[src/rtl/uart_rx_fifo_less_os_pkg.sv]
// Shared definitions for the self-timed UART receiver: state encoding,
// frame width, counter width and the majority-vote helper.
package uart_rx_fifo_less_os_pkg;

  localparam int DATA_BITS = 8;
  localparam int CNT_W     = 16;

  typedef enum logic [2:0] {
    ST_IDLE  = 3'd0,
    ST_START = 3'd1,
    ST_DATA  = 3'd2,
    ST_STOP  = 3'd3,
    ST_BREAK = 3'd4
  } rx_state_t;

  // Two-of-three vote used to reject single-sample line glitches.
  function automatic logic maj3(input logic [2:0] v);
    return (v[0] & v[1]) | (v[0] & v[2]) | (v[1] & v[2]);
  endfunction

endpackage

[src/rtl/uart_rx_fifo_less_os_filter.sv]
// Line conditioning: two-flop synchronizer into a 3-sample history, with a
// majority vote for mid-bit sampling and the raw synchronized bit for edges.
module uart_rx_filter
  import uart_rx_fifo_less_os_pkg::*;
(
  input  logic clk,
  input  logic resetn,
  input  logic serial,
  output logic sync_bit,
  output logic filt
);

  logic [1:0] r_sync;
  logic [2:0] r_hist;

  // Synchronize the async line and keep the last three samples; reset to idle-high.
  always_ff @(posedge clk) begin
    if (!resetn) begin
      r_sync <= 2'b11;
      r_hist <= 3'b111;
    end else begin
      r_sync <= {r_sync[0], serial};
      r_hist <= {r_hist[1:0], r_sync[1]};
    end
  end

  assign sync_bit = r_sync[1];
  assign filt     = maj3(r_hist);

endmodule

[src/rtl/uart_rx_fifo_less_os.sv]
// Self-timed 8N1 UART receiver with a one-entry valid/ready holding register.
//
//   state    | meaning
//   ---------+-------------------------------------------------------------
//   IDLE     | waiting for a low on the synchronized line
//   START    | timing to mid start bit, majority sample confirms the start
//   DATA     | sampling 8 data bits LSB first, one per CLKS_PER_BIT
//   STOP     | sampling the stop bit; high delivers, low flags framing error
//   BREAK    | line held low after a bad stop bit; wait for it to go high
module uart_rx_fifo_less_os
  import uart_rx_fifo_less_os_pkg::*;
#(
  parameter int CLKS_PER_BIT = 100,
  parameter int HALF_BIT     = CLKS_PER_BIT / 2
) (
  input  logic       clk,
  input  logic       resetn,
  input  logic       serial,
  output logic [7:0] data,
  output logic       valid,
  input  logic       ready,
  output logic       framing_error,
  output logic       overrun,
  output logic       busy
);

  if (CLKS_PER_BIT < 8) begin : g_bad_clks_per_bit
    $error("uart_rx_fifo_less_os: CLKS_PER_BIT must be >= 8");
  end

  localparam logic [CNT_W-1:0] LP_HALF_M1 = CNT_W'(HALF_BIT - 1);
  localparam logic [CNT_W-1:0] LP_BIT_M1  = CNT_W'(CLKS_PER_BIT - 1);
  localparam logic [2:0]       LP_LAST_BIT = 3'(DATA_BITS - 1);

  rx_state_t        r_state;
  rx_state_t        w_state_nxt;
  logic [CNT_W-1:0] r_cnt;
  logic [2:0]       r_bitidx;
  logic [7:0]       r_shreg;
  logic [7:0]       r_data;
  logic             r_valid;
  logic             r_framing_error;
  logic             r_overrun;

  logic w_sync_bit;
  logic w_filt;
  logic w_cnt_clr;
  logic w_shift;
  logic w_stop_ok;
  logic w_stop_bad;
  logic w_deliver;
  logic w_consume;

  uart_rx_filter u_filter (
    .clk      (clk),
    .resetn   (resetn),
    .serial   (serial),
    .sync_bit (w_sync_bit),
    .filt     (w_filt)
  );

  // State register.
  always_ff @(posedge clk) begin
    if (!resetn) r_state <= ST_IDLE;
    else         r_state <= w_state_nxt;
  end

  // Next-state decode and per-cycle sampling strobes.
  always_comb begin
    w_state_nxt = r_state;
    w_cnt_clr   = 1'b0;
    w_shift     = 1'b0;
    w_stop_ok   = 1'b0;
    w_stop_bad  = 1'b0;
    case (r_state)
      ST_IDLE: begin
        if (!w_sync_bit) begin
          w_state_nxt = ST_START;
          w_cnt_clr   = 1'b1;
        end
      end
      ST_START: begin
        if (r_cnt == LP_HALF_M1) begin
          if (w_filt) begin
            w_state_nxt = ST_IDLE;
          end else begin
            w_state_nxt = ST_DATA;
            w_cnt_clr   = 1'b1;
          end
        end
      end
      ST_DATA: begin
        if (r_cnt == LP_BIT_M1) begin
          w_shift   = 1'b1;
          w_cnt_clr = 1'b1;
          if (r_bitidx == LP_LAST_BIT) w_state_nxt = ST_STOP;
        end
      end
      ST_STOP: begin
        if (r_cnt == LP_BIT_M1) begin
          w_cnt_clr = 1'b1;
          if (w_filt) begin
            w_stop_ok   = 1'b1;
            w_state_nxt = ST_IDLE;
          end else begin
            w_stop_bad  = 1'b1;
            w_state_nxt = ST_BREAK;
          end
        end
      end
      ST_BREAK: begin
        if (w_sync_bit) w_state_nxt = ST_IDLE;
      end
      default: w_state_nxt = ST_IDLE;
    endcase
  end

  // Bit timer, bit index and LSB-first shift register.
  always_ff @(posedge clk) begin
    if (!resetn) begin
      r_cnt    <= '0;
      r_bitidx <= '0;
      r_shreg  <= '0;
    end else begin
      if (r_state == ST_IDLE || w_cnt_clr) r_cnt <= '0;
      else                                 r_cnt <= r_cnt + CNT_W'(1);

      if (r_state == ST_IDLE) r_bitidx <= '0;
      else if (w_shift)       r_bitidx <= r_bitidx + 3'd1;

      if (w_shift) r_shreg <= {w_filt, r_shreg[7:1]};
    end
  end

  // A same-cycle consume frees the holding register for the new byte.
  assign w_deliver = w_stop_ok && (!r_valid || ready);
  assign w_consume = r_valid && ready;

  // Holding register and one-cycle error pulses.
  always_ff @(posedge clk) begin
    if (!resetn) begin
      r_data          <= '0;
      r_valid         <= 1'b0;
      r_framing_error <= 1'b0;
      r_overrun       <= 1'b0;
    end else begin
      r_framing_error <= w_stop_bad;
      r_overrun       <= w_stop_ok && r_valid && !ready;
      if (w_deliver) begin
        r_data  <= r_shreg;
        r_valid <= 1'b1;
      end else if (w_consume) begin
        r_valid <= 1'b0;
      end
    end
  end

  assign data          = r_data;
  assign valid         = r_valid;
  assign framing_error = r_framing_error;
  assign overrun       = r_overrun;
  assign busy          = (r_state != ST_IDLE);

endmodule

[config.mk]
export PLATFORM = sky130hd
export DESIGN_NAME = uart_rx_fifo_less_os
export DESIGN_NICKNAME = d
export VERILOG_FILES = /design/src/rtl/uart_rx_fifo_less_os_pkg.sv /design/src/rtl/uart_rx_fifo_less_os_filter.sv /design/src/rtl/uart_rx_fifo_less_os.sv
export SDC_FILE = /design/constraint.sdc
export NUM_CORES = 1
export LEC_CHECK = 0
export ABC_CLOCK_PERIOD_IN_PS = 3050
export BUFFER_PORTS_ARGS = -buffer_cell sky130_fd_sc_hd__buf_2
export CAP_MARGIN = 20
export CORE_MARGIN = 5
export CORE_UTILIZATION = 55
export DETAILED_ROUTE_END_ITERATION = 10
export MAX_ROUTING_LAYER = met4
export PLACE_DENSITY_LB_ADDON = 0.2
export SKIP_CTS_REPAIR_TIMING = 1
export SYNTH_ARGS = -nofsm -noshare
export SYNTH_HDL_FRONTEND = slang
export SYNTH_SLANG_ARGS = --single-unit
[constraint.sdc]
create_clock -name clk -period 3.05 [get_ports clk]
set_input_delay 0.61 -clock clk [delete_from_list [all_inputs] [get_ports clk]]
set_output_delay 0.61 -clock clk [all_outputs]
set_load 0.03 [all_outputs]
# Yosys cells after proc, flatten, opt, wreduce, memory -nomap -nowiden

Index checks and enable logic that the tools add are counted.

Register bits: 46
Input bits: 4
Output and inout bits: 12
Word-level logic and storage cells: 67

Add/sub/neg operators: 2
Equal/unequal tests: 13
Muxes and demuxes: 20
Bitwise logic cells: 6
Reductions and logical operators: 16

Operators by type and width:

| operator                                                                | count |
|---|---|
| 3-bit 2-to-1 mux                                                        | 7 |
| 16-bit by 1-bit adder with 16-bit output (second input constant)        | 1 |
| 16-bit by 6-bit equality test with 1-bit output (second input constant) | 1 |
| 16-bit by 7-bit equality test with 1-bit output (second input constant) | 1 |
| 3-bit one-hot mux with 5 select lines                                   | 1 |
| 1-bit 2-to-1 mux                                                        | 10 |
| 2-bit != test (second input constant)                                   | 5 |
| 3-bit by 2-bit equality test with 1-bit output (second input constant)  | 2 |
| 3-bit equality test (second input constant)                             | 2 |
| 6-bit AND reduction                                                     | 1 |
| 2-bit OR reduction                                                      | 3 |
| 1-bit logical AND                                                       | 4 |
| 3-bit by 1-bit adder with 3-bit output (second input constant)          | 1 |
| 1-bit bitwise AND                                                       | 3 |
| 3-bit by 1-bit equality test with 1-bit output (second input constant)  | 1 |
| 3-bit logical NOT                                                       | 1 |
| 1-bit one-hot mux with 3 select lines                                   | 1 |
| 3-bit AND reduction                                                     | 1 |
| 3-bit nonzero test                                                      | 1 |
| 1-bit logical NOT                                                       | 2 |
| 1-bit logical OR                                                        | 2 |
| 2-bit 2-to-1 mux                                                        | 1 |
| 2-bit by 1-bit != test with 1-bit output (second input constant)        | 1 |
| 1-bit bitwise OR                                                        | 2 |
| 2 further kinds                                                         | 2 |

# Longest topological paths before layout

Gate-level depths: netlist (run 1).

Word-level depth: 8
Gate-level depth with buffers: 8
Gate-level depth less buffers: 7

# By module

From an unflattened synthesis (run 1), not the netlist that was laid out.

Cells, all modules: 207
Area, all modules: 1965.6 µm²

Modules (own cells, without submodules):

| module               | instances | cells each | area an instance (µm²) | seq. area each (µm²) |
|---|---|---|---|---|
| uart_rx_fifo_less_os | 1         | 196        | 1823.0                 | 820.8 |
| uart_rx_filter       | 1         | 11         | 142.6                  | 100.1 |

# Worst setup path after synthesis (run 1)

No wires, ideal clock.

Path kind: register to register
Start point: register r_cnt[12]
End point: register r_bitidx[1]
Setup time: 0.119 ns
Arrival time: 2.033 ns
Data required time: 2.931 ns
Path slack: 0.898 ns
Cell stages (with the launch flop): 7
Buffers on the path: 1
Period minus slack after synthesis: 2.152 ns
Cells stage by stage: dfxtp_1 or4_4 or4_4 or3_1 buf_6 nand2_1 a21oi_1

Word-level cells in the longest chain between the ends: 3

Ends and longest elaborated chain:

| what                                            | RTL line                    | text |
|---|---|---|
| from (decl)                                     | uart_rx_fifo_less_os.sv:37  | `logic [CNT_W-1:0] r_cnt;` |
| from (signal assigned)                          | uart_rx_fifo_less_os.sv:126 | `else r_cnt <= r_cnt + CNT_W'(1);` |
| 16-bit by 7-bit equality test with 1-bit output | uart_rx_fifo_less_os.sv:93  | `if (r_cnt == LP_BIT_M1) begin` |
| 1-bit 2-to-1 mux                                | uart_rx_fifo_less_os.sv:93  |  |
| 1-bit 2-to-1 mux                                | uart_rx_fifo_less_os.sv:75  | `case (r_state)` |
| to (signal assigned)                            | uart_rx_fifo_less_os.sv:129 | `else if (w_shift) r_bitidx <= r_bitidx + 3'd1;` |
| to (decl)                                       | uart_rx_fifo_less_os.sv:38  | `logic [2:0] r_bitidx;` |

Every way passes these cells.
A chain may end at the register's enable or synchronous reset.

# Worst setup path in the final report (run 1)

Start point: register r_cnt[12]
End point: register r_bitidx[2]

The elaborated chain is that of the path after synthesis.

==> flow_metrics.env, run 1 <==
export IMPL_status="completed"
export IMPL_fin_setup_tns_ns=0
export IMPL_drv_cap=0
export IMPL_cts_buffers=5
export IMPL_root_buffer="clkbuf_4"
export IMPL_port_buffers=15
export IMPL_grt_pass1_vias=1388
export IMPL_crit_family="simple AND/OR/NAND/NOR gates"
export IMPL_critical_path_startpoint_type="register"
export IMPL_cts_htree_levels=2
export IMPL_finClkSkew_ns=0.006809
export IMPL_hold_viol=0
export IMPL_cts_num_sinks=46
export IMPL_rsz0062_at_grt="no"
export IMPL_vias=1454
export IMPL_setup_ws_ns=0.6321
export IMPL_wl_per_cell_um=12.04
export IMPL_fmax_mhz=413.6
export IMPL_clockBufferDepth=2
export IMPL_fin_crit_sh_pct=79.28
export IMPL_routed_wirelength_mm=3.298
export IMPL_die_x_um=69.78
export IMPL_criticalPathCategory="register to register"
export IMPL_synth_simple_area_share_pct=27.69
export IMPL_critPathCaptureType="register"
export IMPL_synth_top_cells_by_area="dfxtp_1, nand2_1, nor2_1"
export IMPL_fp_dieH_um=69.78
export IMPL_firstDrtPassIters=4
export IMPL_cts_tree="built"
export IMPL_gp_congestion=0.8731
export IMPL_cpMostUsedCell="or4_4"
export IMPL_p_leak_nw=0.7085
export IMPL_hp_class="register to register"
export IMPL_synth_fa_ha_area_share_pct=3.055
export IMPL_grt_pass1_wl_mm=5.906
export IMPL_finalCriticalPeriod_ns=2.418
export IMPL_worst_ep_arrival_time_ns=2.71
export IMPL_antenna_cells=0
export IMPL_syn_avg_cell_area_um2=9.142
export IMPL_cpPeakStageDelay_ns=0.61
export IMPL_worst_path_max_delay_cell="or4_4"
export IMPL_area_growth_pct=6.938
export IMPL_synth_xor_area_share_pct=6.684
export IMPL_start_util_pct=57.99
export IMPL_slew_headroom_pct=55.79
export IMPL_synth_top_area_share_pct=46.85
export IMPL_synth_compound_area_share_pct=8.084
export IMPL_pre_cts_ws_ns=0.6683
export IMPL_grt_max_degree=31
export IMPL_ys_ff_latch=46
export IMPL_ios=16
export IMPL_core_rowCount=21
export IMPL_path_buf_inv=0
export IMPL_synth_cell_type_count=35
export IMPL_drc=0
export IMPL_synth_fp_nets=223
export IMPL_grt_overflow_total=0
export IMPL_yosysWarnings=0
export IMPL_max_slew_worst_pin_slew_ns=0.6596
export IMPL_core_um2=3390
export IMPL_critPathMaxFanout=11
export IMPL_drive_gt1_share_pct=12.28
export IMPL_clkTransAtPathRegs_ns=0.12
export IMPL_die_area_um2=4869
export IMPL_grt_total_usage_pct=15.17
export IMPL_fin_nets=236
export IMPL_ant_nets=0
export IMPL_ys_seq_area_share_pct=46.85
export IMPL_clk_latency_ns=0.35
export IMPL_worstPathRequired_ns=3.34
export IMPL_slew_violations=0
export IMPL_path_cells="or4_4 > or4_4 > nor3_2 > nand2_1 > a21oi_1"
export IMPL_setup_viol=0
export IMPL_first_iter_violations=74
export IMPL_synth_top_family_by_area="simple AND/OR/NAND/NOR gates"
export IMPL_p_per_area_nw_per_um2=426.3
export IMPL_peakVddDrop_v=0.0002576
export IMPL_antenna_found_initial=0
export IMPL_synthCells=215
export IMPL_hpwl_mm=2.388
export IMPL_syn_area_um2=1966
export IMPL_synthMuxAreaShare_pct=4.583
export IMPL_viasPerCell=5.307
export IMPL_synth_top_area_cell="dfxtp_1"
-- layout make-up --
class	count	area, µm²
Clock inverter	1	7.507
Timing Repair Buffer	15	75.07
Tap cell	46	57.56
Sequential cell	46	920.9
Clock buffer	6	41.29
Fill cell	290	1287
Inverter	4	15.01
Multi-Input combinational cell	156	984.7
-- registers in the layout (all words and copies together), names as in the netlist --
| register | cells |
|---|---|
| data | 8 |
| framing_error | 1 |
| overrun | 1 |
| r_bitidx | 3 |
| r_cnt | 16 |
| r_shreg | 8 |
| r_state | 3 |
| u_filter.r_hist | 3 |
| u_filter.r_sync | 2 |
| valid | 1 |
-- path summary, 6_finish.rpt --
| check | slack [ns] | cells after the start | startpoint | to |
|---|---|---|---|---|
| worst max-delay path | 0.63 | 5 | r_cnt[12] | r_bitidx[2] |
| worst min-delay path | 0.44 | 1 | u_filter.r_sync[0] | u_filter.r_sync[1] |
| worst max register to register | 0.63 | 5 | r_cnt[12] | r_bitidx[2] |
| worst min register to register | 0.44 | 1 | u_filter.r_sync[0] | u_filter.r_sync[1] |
-- worst register-to-register path, cell delays in order, from the launching register on --
cell	delay (ns)
dfxtp_1	0.37
or4_4	0.55
or4_4	0.61
nor3_2	0.53
nand2_1	0.13
a21oi_1	0.16
-- cells in the final DEF (no fill, tap or decap), types with 5 or more instances in the layout --
cell and instances:
a21boi_1 8, a21oi_1 5, buf_2 15, clkbuf_4 5, dfxtp_1 46, mux2i_1 9
nand2_1 34, nand2b_1 7, nand3_1 5, nor2_1 26, nor2b_1 10, xnor2_1 10
xor2_1 5
-- Yosys cell counts --
master / n
nor3_1: 4
and4_1: 2
nand4_1: 1
or3_1: 3
a31o_2: 1
nand2b_1: 7
nor2_1: 26
nor3_2: 1
or4_1: 2
nor2_4: 1
nand2_1: 34
and3_1: 1
clkbuf_1: 7
buf_4: 1
buf_6: 1
ha_1: 4
mux2i_1: 9
nand4b_1: 4
xor2_1: 5
a211oi_1: 1
xnor2_1: 10
a2111oi_4: 1
o21bai_1: 1
a21oi_1: 5
nor2b_1: 10
or2_2: 1
nand3_1: 5
a21boi_1: 8
dfxtp_1: 46
o21a_1: 2
nor4_1: 3
maj3_1: 1
a21o_1: 1
inv_1: 4
or4_4: 2
-- logic make-up (layout without fill, tap and decap cells) --
group | count (synthesis) | in the layout
and+or+nand+nor | 107 | 107
DFF | 46 | 46
AOI/OAI and AO/OA | 20 | 20
adders and majority gates | 5 | 5
muxes | 9 | 9
buffers and inverters | 13 | 26
xor gates and xnor gates | 15 | 15
-- stage by stage --
step	total power, mW	utilization [%]	area [µm²]	hold slack [ns]	cells
2_1_floorplan	0.6414	-	1966	0.3863	215
3_3_place_gp	0.6466	60.58	2053	0.3992	267
3_5_place_dp	0.6475	60.58	2053	0.4253	267
4_1_cts	0.9090	62.02	2102	0.4391	274
5_1_grt	0.9484	62.02	2102	0.4296	274
6_report	0.8960	62.02	2102	0.4400	274
-- per-layer routing --
metal	global-route usage, %	vias up	wire (µm)
li1	-	744	-
met1	17.70	684	1536
met2	23.61	21	1557
met3	5.362	5	149
met4	6.383	0	55
met5	-	-	0
-- power by group --
part | switching [mW] | total (mW) | internal [mW]
clock | 0.176 | 0.262 | 0.0862
sequential | 0.00346 | 0.607 | 0.604
combinational | 0.0157 | 0.0261 | 0.0104
total | 0.195 | 0.896 | 0.701
(Power assumes the default switching activity.)
==> inputs of run 2 (changes only) <==
--- a/config.mk
+++ b/config.mk
@@ -5,7 +5,7 @@
 export SDC_FILE = /design/constraint.sdc
 export NUM_CORES = 1
 export LEC_CHECK = 0
-export ABC_CLOCK_PERIOD_IN_PS = 3050
+export ABC_CLOCK_PERIOD_IN_PS = 2300
 export BUFFER_PORTS_ARGS = -buffer_cell sky130_fd_sc_hd__buf_2
 export CAP_MARGIN = 20
 export CORE_MARGIN = 5
==> constraint.sdc (replaced) <==
create_clock -name clk -period 2.3 [get_ports clk]
set_input_delay 0.46 -clock clk [delete_from_list [all_inputs] [get_ports clk]]
set_output_delay 0.46 -clock clk [all_outputs]
set_load 0.03 [all_outputs]
==> run 2 against run 1 <==
Effect of this change:
- clock skew grew 0.0065 ns
- utilization grew 2.0 points
- fmax grew 11%
- clock power grew 46%
- cell area grew 3.2%
- worst hold slack lost 0.18 ns
- sequential power grew 33%
- first-iteration DRC count shrank 5.4%
- largest cell class unchanged
- largest power group unchanged
==> flow_metrics.env, run 2 (synthesized netlist as in run 1, its figures left out) <==
export IMPL_ant_nets=0
export IMPL_cts_tree="built"
export IMPL_max_slew_worst_pin_slew_ns=0.3673
export IMPL_grt_total_usage_pct=16.04
export IMPL_rsz0062_at_grt="no"
export IMPL_port_buffers=15
export IMPL_clockBufferDepth=2
export IMPL_first_iter_violations=70
export IMPL_cpMostUsedCell="or4_4"
export IMPL_switchingPower_mw=0.2898
export IMPL_slew_violations=0
export IMPL_criticalPathCategory="register to register"
export IMPL_fin_nets=243
export IMPL_critPathCaptureType="register"
export IMPL_status="completed"
export IMPL_grt_overflow_total=0
export IMPL_antenna_cells=0
export IMPL_intPower_mw=0.9359
export IMPL_n_fill_cell=293
export IMPL_critical_path_startpoint_type="register"
export IMPL_fmax_mhz=459.0
export IMPL_drv_cap=0
export IMPL_p_per_area_nw_per_um2=564.9
export IMPL_viasPerCell=5.277
export IMPL_worstPathRequired_ns=2.57
export IMPL_setup_viol=0
export IMPL_gp_congestion=0.8621
export IMPL_cts_buffers=5
export IMPL_path_buf_inv=0
export IMPL_finClkSkew_ns=0.01336
export IMPL_critPathMaxFanout=8
export IMPL_p_total_mw=1.226
export IMPL_clockPowerShare_pct=31.2
export IMPL_pre_cts_ws_ns=0.04737
export IMPL_die_area_um2=4869
export IMPL_min_to="u_filter.r_sync[0]"
export IMPL_fp_dieH_um=69.78
export IMPL_finalCriticalPeriod_ns=2.179
export IMPL_regArea_um2=920.9
export IMPL_ios=16
export IMPL_r2r_slack_ns=0.12
export IMPL_grt_max_degree=24
export IMPL_swShare_pct=23.64
export IMPL_antenna_found_initial=0
export IMPL_clkTransAtPathRegs_ns=0.13
export IMPL_hpwl_mm=2.511
export IMPL_root_buffer="clkbuf_4"
export IMPL_p_leak_nw=0.7533
export IMPL_grt_pass1_vias=1383
export IMPL_vias=1488
export IMPL_largest_register="r_cnt"
export IMPL_holdPathStages=2
export IMPL_start_util_pct=57.99
export IMPL_drc=0
export IMPL_slew_headroom_pct=75.29
export IMPL_clk_latency_ns=0.37
export IMPL_peakVddDrop_v=0.0002878
export IMPL_core_rowCount=21
export IMPL_cts_htree_levels=2
export IMPL_multi_input_area_um2=989.7
export IMPL_path_cells="or4_4 > or4_4 > nor2_4 > mux2i_1 > nor2b_1"
export IMPL_fin_crit_sh_pct=94.72
export IMPL_firstDrtPassIters=4
export IMPL_cts_num_sinks=46
export IMPL_fin_util_pct=64.01
export IMPL_r2r_cells=5
export IMPL_mostFrequentLayoutCell="dfxtp_1"
export IMPL_holdCritStartpoint="serial"
export IMPL_hold_viol=0
export IMPL_grt_pass1_wl_mm=6.175
export IMPL_worst_path_max_delay_cell="or4_4"
export IMPL_r2r_start="r_cnt[12]"
export IMPL_die_x_um=69.78
export IMPL_crit_family="simple AND/OR/NAND/NOR gates"
export IMPL_seq_power_share_pct=65.7
export IMPL_fin_setup_tns_ns=0
export IMPL_largest_register_ffs=16
export IMPL_drive_gt1_share_pct=16.10
export IMPL_power_frac_comb_pct=3.1
export IMPL_setup_ws_ns=0.1214
export IMPL_cpPeakStageDelay_ns=0.61
export IMPL_reg2reg_to="data[1]"
export IMPL_routed_wirelength_mm=3.457
export IMPL_layout_common_cells="dfxtp_1, nand2_1, nor2_1"
export IMPL_wl_per_cell_um=12.26
export IMPL_area_growth_pct=10.38
export IMPL_worst_ep_arrival_time_ns=2.45
export IMPL_hp_class="input pin to register"
export IMPL_core_um2=3390
-- run 2: cell count changes in the layout (fill, tap and decap cells not counted) --
cell / before / now
or3_1: 3 / 2
or3_4: 0 / 1
clkinv_4: 0 / 1
clkinv_2: 0 / 1
clkbuf_1: 1 / 0
buf_4: 0 / 7
-- run 2: worst reg2reg max path, cell delays in order (launching register included) --
cell and delay (ns):
dfxtp_1 0.35, or4_4 0.54, or4_4 0.61, nor2_4 0.29
mux2i_1 0.23, nor2b_1 0.06
-- run 2: power by group through the flow --
stage	clock, mW	combinational [mW]	sequential [mW]
after floorplan	0	0.0302	0.820
after global placement	0	0.0364	0.823
after detailed placement	0	0.0374	0.823
after CTS	0.397	0.0376	0.806
after global routing	0.434	0.0415	0.807
final	0.382	0.0376	0.806
-- run 2: worst max-delay path by stage --
stage	cells after the start	to	slack [ns]	from
floorplan	6	r_bitidx[1]	0.15	r_cnt[12]
global placement	5	r_bitidx[1]	0.08	r_cnt[12]
detailed placement	5	r_shreg[2]	0.05	r_cnt[12]
CTS	5	r_shreg[2]	0.04	r_cnt[12]
global route	5	data[1]	0.02	r_cnt[12]
finish	5	data[1]	0.12	r_cnt[12]
-- run 2: through the flow --
stage               cell area [µm²]  std cells  hold slack, ns
floorplan                      1966        215          0.3863
global placement               2106        274          0.4007
detailed placement             2106        274          0.3924
CTS                            2165        282          0.2476
global route                   2170        282          0.2620
finish                         2170        282          0.2603
-- run 2: area by class of cell --
cell class,count,share of cell area (%)
well taps,46,2.653
clock buffers,5,1.730
clock inverters,3,0.9804
repair buffers,22,5.882
multi-input cells,156,45.62
inverters,4,0.6920
flip-flops and latches,46,42.45
-- run 2: routing by layer --
metal | part of all wire [%] | track usage, % | up-vias
met4 | 2.1 | 7.021 | 0
met5 | 0 | - | -
met1 | 47 | 19.04 | 688
met3 | 5.5 | 5.217 | 9
li1 | - | - | 759
met2 | 45 | 24.76 | 32
==> inputs of run 3 (changes only) <==
--- a/config.mk
+++ b/config.mk
@@ -9,7 +9,7 @@
 export BUFFER_PORTS_ARGS = -buffer_cell sky130_fd_sc_hd__buf_2
 export CAP_MARGIN = 20
 export CORE_MARGIN = 5
-export CORE_UTILIZATION = 55
+export CORE_UTILIZATION = 58
 export DETAILED_ROUTE_END_ITERATION = 10
 export MAX_ROUTING_LAYER = met4
 export PLACE_DENSITY_LB_ADDON = 0.2
==> run 3 against run 2 <==
Effect of this change:
- final cell count unchanged
- fmax up 0.11%
- utilization up 1.9 points
- sequential power about the same
- critical path type unchanged
- sequential share of layout area down 0.27 points
- combinational power down 3%
- sequential cell count unchanged
- clock skew down 0.0027 ns
- count of clock-buffer cells in the layout up 2
- critical endpoint is now data[0]
- non-clock buffer count unchanged
- worst hold slack better by 0.014 ns
- total power up 0.36%
==> flow_metrics.env, run 3 (synthesized netlist as in run 1, its figures left out) <==
export IMPL_p_leak_nw=0.7614
export IMPL_p_per_area_nw_per_um2=563.4
export IMPL_gp_congestion=0.8177
export IMPL_mostFrequentLayoutCell="dfxtp_1"
export IMPL_holdCritStartpoint="serial"
export IMPL_firstDrtPassIters=4
export IMPL_r2r_start="r_cnt[14]"
export IMPL_largest_register_ffs=16
export IMPL_drive_gt1_share_pct=15.68
export IMPL_clockPowerShare_pct=31.5
export IMPL_fin_nets=243
export IMPL_fp_dieH_um=68.22
export IMPL_path_cells="or4_4 > or4_4 > nor2_4 > buf_12 > mux2i_1 > nor2b_1"
export IMPL_die_area_um2=4653
export IMPL_n_fill_cell=299
export IMPL_root_buffer="clkbuf_4"
export IMPL_slew_headroom_pct=65.03
export IMPL_setup_viol=0
export IMPL_grt_total_usage_pct=18.12
export IMPL_hp_class="input pin to register"
export IMPL_worst_ep_arrival_time_ns=2.43
export IMPL_max_slew_worst_pin_slew_ns=0.5232
export IMPL_hold_ws_ns=0.2742
export IMPL_worstSetupStartpoint="r_cnt[14]"
export IMPL_core_um2=3311
export IMPL_layout_common_cells="dfxtp_1, nand2_1, nor2_1"
export IMPL_finClkSkew_ns=0.01067
export IMPL_peakVddDrop_v=0.0003383
export IMPL_ios=16
export IMPL_cts_buffers=5
export IMPL_drc=0
export IMPL_status="completed"
export IMPL_criticalPathCategory="register to register"
export IMPL_path_buf_inv=1
export IMPL_rsz0062_at_grt="no"
export IMPL_port_buffers=15
export IMPL_intPower_mw=0.9643
export IMPL_die_x_um=68.22
export IMPL_cts_tree="built"
export IMPL_regArea_um2=920.9
export IMPL_grt_overflow_total=0
export IMPL_core_rowCount=21
export IMPL_vias=1442
export IMPL_routed_wirelength_mm=3.400
export IMPL_grt_max_degree=24
export IMPL_viasPerCell=5.113
export IMPL_cts_num_sinks=46
export IMPL_critPathMaxFanout=7
export IMPL_critPathCaptureType="register"
export IMPL_wl_per_cell_um=12.06
export IMPL_clockBufferDepth=2
export IMPL_hold_viol=0
export IMPL_drv_cap=0
export IMPL_largest_register="r_cnt"
export IMPL_crit_family="simple AND/OR/NAND/NOR gates"
export IMPL_cpMostUsedCell="or4_4"
export IMPL_seq_power_share_pct=65.5
export IMPL_start_util_pct=59.37
export IMPL_ant_nets=0
export IMPL_switchingPower_mw=0.2657
export IMPL_slew_violations=0
export IMPL_finalCriticalPeriod_ns=2.176
export IMPL_worst_path_max_delay_cell="or4_4"
export IMPL_multi_input_area_um2=989.7
export IMPL_cts_htree_levels=2
export IMPL_cpPeakStageDelay_ns=0.62
export IMPL_antenna_cells=0
export IMPL_fin_util_pct=65.95
export IMPL_fmax_mhz=459.5
export IMPL_fin_crit_sh_pct=94.62
export IMPL_antenna_found_initial=0
export IMPL_clkTransAtPathRegs_ns=0.13
export IMPL_first_iter_violations=90
export IMPL_power_frac_comb_pct=3.0
export IMPL_grt_pass1_wl_mm=6.058
export IMPL_clk_latency_ns=0.35
export IMPL_area_growth_pct=11.08
export IMPL_grt_pass1_vias=1370
export IMPL_worstPathRequired_ns=2.55
export IMPL_hpwl_mm=2.413
export IMPL_critical_path_startpoint_type="register"
export IMPL_swShare_pct=21.60
[run 3: worst register-to-register path: stages (launching register included)]
cell and delay, ns:
dfxtp_1 0.36, or4_4 0.53, or4_4 0.62, nor2_4 0.17, buf_12 0.14, mux2i_1 0.20
nor2b_1 0.06
[run 3: layout make-up]
| cell class | instances | area share (%) |
|---|---|---|
| multi-input combinational | 156 | 45.33 |
| tap | 46 | 2.636 |
| sequential | 46 | 42.18 |
| timing repair buffer | 22 | 6.418 |
| clock buffer | 7 | 2.521 |
| clock inverter | 1 | 0.2292 |
| inverter | 4 | 0.6877 |
[run 3: worst paths after layout]
check                                          end  slack, ns  cells after the start
worst min register to register  u_filter.r_sync[1]       0.43                      1
worst max register to register             data[0]       0.12                      6
worst max-delay path                       data[0]       0.12                      6
worst min-delay path            u_filter.r_sync[0]       0.27                      2
[run 3: power by group through the flow]
stage / clock, mW / sequential (mW) / combinational, mW
floorplan: 0 / 0.820 / 0.0302
global placement: 0 / 0.823 / 0.0358
detailed placement: 0 / 0.824 / 0.0362
CTS: 0.406 / 0.806 / 0.0366
global route: 0.444 / 0.807 / 0.0410
finish: 0.388 / 0.806 / 0.0364
[run 3: stage by stage]
stage / setup WS, ns / instances / total power [mW] / instance area [µm²] / setup TNS [ns]
global placement: 0.07867 / 273 / 0.8590 / 2098 / 0
floorplan: 0.1485 / 215 / 0.8505 / 1966 / 0
global route: 0.03984 / 282 / 1.292 / 2183 / 0
finish: 0.1237 / 282 / 1.230 / 2183 / 0
detailed placement: 0.02330 / 273 / 0.8597 / 2098 / 0
CTS: -0.002907 / 281 / 1.248 / 2158 / -0.002907
[run 3: per-layer routing]
metal,vias to the layer above,track usage (%),share of wire [%]
li1,763,-,-
met1,651,20.65,46
met2,22,29.00,48
met3,6,5.419,4.1
met4,0,8.685,1.9
met5,-,-,0
